==> src/rtl/automata_pkg.sv <==
// Shared types for the cellular-automaton row datapath.
// Boundary modes, window-buffer states and halo side select.
package automata_pkg;

  typedef enum logic [1:0] {
    BND_ZERO    = 2'd0,
    BND_ONE     = 2'd1,
    BND_REFLECT = 2'd2
  } boundary_mode_t;

  typedef enum logic [1:0] {
    EMPTY = 2'd0,
    PEND  = 2'd1,
    DRAIN = 2'd2
  } wbuf_state_t;

  typedef enum logic {
    SIDE_LEFT  = 1'b0,
    SIDE_RIGHT = 1'b1
  } halo_side_t;

endpackage

==> src/rtl/automaton_halo_fill.sv <==
// Combinational row-edge halo generator.
// Produces HALO fill cells for the left or right edge of a row.
module automaton_halo_fill
  import automata_pkg::*;
#(
  parameter int CHUNK_W = 20,
  parameter int HALO    = 1
) (
  input  logic [1:0]         mode,
  input  logic [CHUNK_W-1:0] chunk,
  input  logic               side,
  output logic [HALO-1:0]    halo
);

  logic [HALO-1:0] w_refl;

  // Mirror about the row edge: the cell nearest the edge lands next to it.
  always_comb begin
    w_refl = '0;
    for (int j = 0; j < HALO; j++) begin
      if (side == SIDE_RIGHT) begin
        w_refl[j] = chunk[HALO-1-j];
      end else begin
        w_refl[j] = chunk[CHUNK_W-1-j];
      end
    end
  end

  always_comb begin
    halo = '0;
    unique case (1'b1)
      (mode == BND_ONE):     halo = '1;
      (mode == BND_REFLECT): halo = w_refl;
      default:               halo = '0;
    endcase
  end

endmodule

==> src/rtl/automaton_window_buffer.sv <==
// Row-window buffer: chunk stream in, haloed windows out.
// One chunk is held back so its right halo can come from the next chunk.
module automaton_window_buffer
  import automata_pkg::*;
#(
  parameter int CHUNK_W = 20,
  parameter int HALO    = 1,
  parameter int IDX_W   = 6
) (
  input  logic                      clk,
  input  logic                      clear_n,
  input  logic [1:0]                mode,
  input  logic                      in_valid,
  output logic                      in_ready,
  input  logic [CHUNK_W-1:0]        in_data,
  input  logic                      in_last,
  output logic                      out_valid,
  input  logic                      out_ready,
  output logic [CHUNK_W+2*HALO-1:0] out_window,
  output logic                      out_last,
  output logic [IDX_W-1:0]          out_index
);

  localparam int WIN_W = CHUNK_W + 2 * HALO;

  wbuf_state_t r_state;
  wbuf_state_t w_state_nxt;

  logic [CHUNK_W-1:0] r_cur;
  logic [HALO-1:0]    r_lh;
  logic [1:0]         r_mode;
  logic [IDX_W-1:0]   r_idx;
  logic               r_out_valid;
  logic [WIN_W-1:0]   r_out_window;
  logic               r_out_last;
  logic [IDX_W-1:0]   r_out_index;

  logic            w_free;
  logic            w_first;
  logic            w_emit;
  logic            w_fin;
  logic            w_in_ready;
  logic [HALO-1:0] w_lfill;
  logic [HALO-1:0] w_rfill;

  automaton_halo_fill #(
    .CHUNK_W(CHUNK_W),
    .HALO   (HALO)
  ) u_lfill (
    .mode (mode),
    .chunk(in_data),
    .side (SIDE_LEFT),
    .halo (w_lfill)
  );

  automaton_halo_fill #(
    .CHUNK_W(CHUNK_W),
    .HALO   (HALO)
  ) u_rfill (
    .mode (r_mode),
    .chunk(r_cur),
    .side (SIDE_RIGHT),
    .halo (w_rfill)
  );

  always_ff @(posedge clk or negedge clear_n) begin
    if (!clear_n) begin
      r_state <= EMPTY;
    end else begin
      r_state <= w_state_nxt;
    end
  end

  always_comb begin
    w_free      = !r_out_valid || out_ready;
    w_state_nxt = r_state;
    w_in_ready  = 1'b0;
    w_first     = 1'b0;
    w_emit      = 1'b0;
    w_fin       = 1'b0;
    unique case (r_state)
      EMPTY: begin
        w_in_ready = 1'b1;
        if (in_valid) begin
          w_first     = 1'b1;
          w_state_nxt = in_last ? DRAIN : PEND;
        end
      end
      PEND: begin
        w_in_ready = w_free;
        if (in_valid && w_free) begin
          w_emit = 1'b1;
          if (in_last) begin
            w_state_nxt = DRAIN;
          end
        end
      end
      DRAIN: begin
        if (w_free) begin
          w_fin       = 1'b1;
          w_state_nxt = EMPTY;
        end
      end
      default: w_state_nxt = EMPTY;
    endcase
  end

  always_ff @(posedge clk or negedge clear_n) begin
    if (!clear_n) begin
      r_cur        <= '0;
      r_lh         <= '0;
      r_mode       <= '0;
      r_idx        <= '0;
      r_out_valid  <= 1'b0;
      r_out_window <= '0;
      r_out_last   <= 1'b0;
      r_out_index  <= '0;
    end else begin
      if (w_free) begin
        r_out_valid <= 1'b0;
      end
      if (w_first) begin
        r_cur  <= in_data;
        r_lh   <= w_lfill;
        r_mode <= mode;
        r_idx  <= '0;
      end
      if (w_emit) begin
        r_out_window <= {r_lh, r_cur, in_data[CHUNK_W-1 -: HALO]};
        r_out_last   <= 1'b0;
        r_out_index  <= r_idx;
        r_out_valid  <= 1'b1;
        r_lh         <= r_cur[HALO-1:0];
        r_cur        <= in_data;
        r_idx        <= r_idx + IDX_W'(1);
      end
      if (w_fin) begin
        r_out_window <= {r_lh, r_cur, w_rfill};
        r_out_last   <= 1'b1;
        r_out_index  <= r_idx;
        r_out_valid  <= 1'b1;
      end
    end
  end

  assign in_ready   = w_in_ready;
  assign out_valid  = r_out_valid;
  assign out_window = r_out_window;
  assign out_last   = r_out_last;
  assign out_index  = r_out_index;

endmodule

==> config.mk <==
export PLATFORM = sky130hd
export DESIGN_NAME = automaton_window_buffer
export DESIGN_NICKNAME = d
export VERILOG_FILES = /design/src/rtl/automata_pkg.sv /design/src/rtl/automaton_halo_fill.sv /design/src/rtl/automaton_window_buffer.sv
export SDC_FILE = /design/constraint.sdc
export NUM_CORES = 1
export LEC_CHECK = 0
export BUFFER_PORTS_ARGS = -buffer_cell sky130_fd_sc_hd__buf_2
export CAP_MARGIN = 40
export CORE_MARGIN = 5
export CORE_UTILIZATION = 45
export CTS_CLUSTER_SIZE = 16
export DETAILED_ROUTE_END_ITERATION = 8
export PLACE_DENSITY = 0.7
export SYNTH_ARGS = -nofsm -noshare
export SYNTH_HDL_FRONTEND = slang
export SYNTH_SLANG_ARGS = --single-unit
==> constraint.sdc <==
create_clock -name clk -period 1.5 [get_ports clk]
set_input_delay 0.225 -clock clk [delete_from_list [all_inputs] [get_ports clk]]
set_output_delay 0.225 -clock clk [all_outputs]
set_load 0.005 [all_outputs]
==> run summary <==
Measured against its own limit, the worst slew margin works out to around four fifths. The number of buffer and inverter stages on the critical path is 1. The floorplan has 27 rows. Of all nets on the critical path, the largest fanout is 21.

The worst-case IR drop observed on VDD is 1.04 mV. The per-cell routed wire length came out at between 10 and 15 um. The vertical die dimension is 85.4 um. At the end of the flow the core is filled with cells to 59.3%. The Yosys step of the flow raised 0 warnings. The critical path data arrival time is 1.69 ns. The power share of the sequential group is 41.5%. The all-layer global routing usage is between 10 and 15%. The startpoint kind of the worst setup timing path is a flop.

The share of the Yosys chip area taken by registers is 59.6%. The number of search-and-repair iterations in the first detailed-routing pass is 4. Clock tree synthesis selected as its root buffer the cell sky130_fd_sc_hd__clkbuf_8. The critical path is of the flop to flop type. Dividing total power by cell area gives a power density of ~2000 nW/um^2.

The number of global-route vias before repair is 1700. After technology mapping, the gate count stands at 176. The area growth from synthesis to layout is 27.5%. The number of sinks on the clock net is 61. The detailed-route DRC error count came out at 0. The critical path data required time is 1.72 ns. The worst setup path is captured at a flop. The total setup violations reported at the end of the flow came out at 0.

The floorplan die width is 85.4 um. Setup repair after global routing could not meet its margin everywhere. Input and output buffers added on the ports amount to 57. The number of ports placed on the die boundary came out at 58. The buffer levels on the longest clock path is 2. The power spent charging and discharging nets came out at between 1.5 and 2 mW.

The shortest clock period the worst path allows after layout came out at 1.48 ns. The slowest library cell on the worst path is sky130_fd_sc_hd__dfrtp_1. The min-delay analysis places its worst path in the category input pin to flop. The most repeated cell in the gate-level netlist after synthesis is sky130_fd_sc_hd__dfrtp_1.

Sorting the synthesized cells by how often they occur yields 61 x sky130_fd_sc_hd__dfrtp_1, 34 x sky130_fd_sc_hd__mux2_2, 14 x sky130_fd_sc_hd__mux2_4. The final total negative setup slack is 0 ns. The hold violation total from the final report came out at 0. Of the total power, combinational logic draws roughly 36%. The run finished with clean final reports.

The maximum clock frequency came out at 678 MHz. The residual antenna-violating net count after detailed routing is 0. The area taken by flip-flops and latches is approximately 1500 um^2. The synthesized flop and latch total came out at between 60 and 70. The half-perimeter wire length of the detailed placement result is ~3200 um. The library cell with the largest summed area after synthesis is sky130_fd_sc_hd__dfrtp_1. The total standard cell area after synthesis is 2560 um^2. The largest single stage delay on the critical path is 0.38 ns. The async set or reset register ratio after synthesis came out at between 90% and 100%. The die covers 7300 um^2. The critical path goes through nand3b_1, a21oi_4, buf_12, mux2_2. The placer congestion estimate is 0.850. The count of flip-flops with a built-in enable after synthesis is 0. The via-per-instance ratio came out at roughly 4.8. The count of vias placed by the detailed router is 1584. The average footprint of a synthesized cell is 14.6 um^2.

The total wire length after detailed routing came out at 4690 um. The total internal power is 4.69 mW. The starting density of the core is roughly 47%. The synthesized net count came out at 208. The prevailing post-synth register cell is sky130_fd_sc_hd__dfrtp_1. The final-layout fill cell count is between 400 and 500.

The ratio of final minimum period to clock period came out at between 90% and 100%. The proportion of power drawn by the clock network came out at 22.7%. The worst clock skew is 0.00602 ns.

The number of distinct standard cells referenced by the synthesized netlist is 27. The overflow left after global routing came out at 0. The total area inside the core boundary comes to 5510 um^2. The repair_antennas step left the layout with diodes totalling 0. The number of nets in the layout came out at 283.

The final number of max-transition violations came out at 0. The H-tree level count came out at 3. The initial antenna violation count is 0.

The clock-pin slew on the worst setup and hold paths came out at 0.07 ns. The first global-routing pass estimated 7810 um of wire. The post-route netlist has ~54% of its cells at a drive strength greater than 1. The violation count after the first detailed-routing iteration came out at 67. The later-pin clock latency in the skew report came out at 0.34 ns.

In this run switching power makes up between 20% and 30% of total power. TritonCTS built the clock tree. The area occupied by multi-input gates came out at 965 um^2. The share of synthesized area in the top cell type comes to 59.6%. In this design, the largest share of critical-path delay is due to flip-flops. By area the synthesized netlist is led by sky130_fd_sc_hd__dfrtp_1 60%, sky130_fd_sc_hd__mux2_2 15%, sky130_fd_sc_hd__mux2_4 8.2%, sky130_fd_sc_hd__ha_1 2.4%, sky130_fd_sc_hd__a21oi_1 2.1%.

The number of clock buffers added by TritonCTS is 9. The leakage power of the design is 1.62 nW. At the pin with the least slew margin, the transition time is between 0.3 and 0.4 ns. The largest net degree at the start of global routing came out at 62. The max-capacitance violation count came out at 0.
-- area by class of cell --
cell class	count	share of cell area [%]
inverters	5	0.575
clock inverters	5	1.80
flip-flops and latches	61	46.8
clock buffers	11	4.64
well taps	72	2.76
repair buffers	72	13.9
multi-input cells	102	29.6
-- registers in the layout, indices dropped and copies added (netlist names) --
| register | cells |
|---|---|
| r_idx | 6 |
| out_window | 22 |
| out_last | 1 |
| r_mode | 2 |
| r_state | 2 |
| r_cur | 20 |
| out_index | 6 |
| r_lh | 1 |
| out_valid | 1 |
-- path summary, 6_finish.rpt --
check	startpoint	to	slack, ns	depth (start not counted)
min	in_data[13]	r_cur[13]	0.11	2
max	r_state[1]	out_window[3]	0.02	4
max reg2reg	r_state[1]	out_window[3]	0.02	4
min in group asynchronous	clear_n	out_index[4]	0.42	3
max in group asynchronous	clear_n	out_window[15]	0.81	3
min reg2reg	r_idx[5]	r_idx[5]	0.47	1
-- power groups by stage --
stage	combinational, mW	sequential (mW)	clock (mW)
6_report	2.37	2.75	1.51
5_1_grt	2.59	2.86	1.64
4_1_cts	2.39	2.76	1.56
3_5_place_dp	2.33	2.78	0
3_3_place_gp	2.27	2.76	0
2_1_floorplan	1.54	2.75	0
-- through the flow --
| step | instances | setup slack (ns) | area (um^2) | power, mW | hold slack [ns] |
|---|---|---|---|---|---|
| 3_3_place_gp | 308 | 0.0200 | 2990 | 5.03 | 0.258 |
| 6_report | 328 | 0.0240 | 3260 | 6.63 | 0.114 |
| 3_5_place_dp | 308 | -0.00799 | 2990 | 5.10 | 0.256 |
| 4_1_cts | 328 | 0.0134 | 3250 | 6.72 | 0.0944 |
| 5_1_grt | 328 | -0.0440 | 3260 | 7.09 | 0.0965 |
| 2_1_floorplan | 176 | -0.0740 | 2570 | 4.29 | -0.0706 |
-- layer usage --
layer  vias to the layer above  global-route usage [%]  share of wire, %
met1                       764                    17.6                46
met5                         -                       0                 0
met2                        44                    21.0                45
met3                        10                    4.27               6.2
met4                         0                    8.20               2.3
li1                        766                       -                 -
-- layout by cell type (no fill, tap or decap), types with 2 or more instances in the layout --
| master | instances |
|---|---|
| sky130_fd_sc_hd__dfrtp_1 | 61 |
| sky130_fd_sc_hd__buf_2 | 57 |
| sky130_fd_sc_hd__mux2_2 | 33 |
| sky130_fd_sc_hd__mux2_4 | 15 |
| sky130_fd_sc_hd__clkbuf_8 | 11 |
| sky130_fd_sc_hd__a21oi_1 | 10 |
| sky130_fd_sc_hd__buf_4 | 9 |
| sky130_fd_sc_hd__nand2_1 | 7 |
| sky130_fd_sc_hd__o21ai_0 | 7 |
| sky130_fd_sc_hd__inv_1 | 5 |
| sky130_fd_sc_hd__ha_1 | 5 |
| sky130_fd_sc_hd__buf_12 | 4 |
| sky130_fd_sc_hd__nand2b_1 | 3 |
| sky130_fd_sc_hd__nor2_1 | 3 |
| sky130_fd_sc_hd__mux2i_1 | 3 |
| sky130_fd_sc_hd__nand4_1 | 2 |
| sky130_fd_sc_hd__nor3_1 | 2 |
| sky130_fd_sc_hd__clkinvlp_4 | 2 |
-- kinds of logic after synthesis --
kind of cell	share of synthesized area, %
adder cells (fa/ha/maj)	2.44
flip-flops	59.6
buffers and inverters	3.91
AO/OA/AOI/OAI	4.49
multiplexers	24.3
AND/OR/NAND/NOR	5.23
-- repair_timing --
| item | in CTS | in global routing |
|---|---|---|
| resized for setup | 0 | 4 |
| hold buffers | 1 | 0 |
| endpoints found under the hold margin | 61 | 0 |
| buffers inserted | 3 | 0 |
| setup endpoints to repair | 6 | 30 |
-- worst reg2reg max path: cells and delay by family, from the launching register on --
| kind | cells | cell delay, ns |
|---|---|---|
| buf+inv | 1 | 0.19 |
| flops | 1 | 0.38 |
| simple gates | 1 | 0.24 |
| compound gates | 1 | 0.20 |
| mux | 1 | 0.35 |
(Power assumes the default switching activity.)
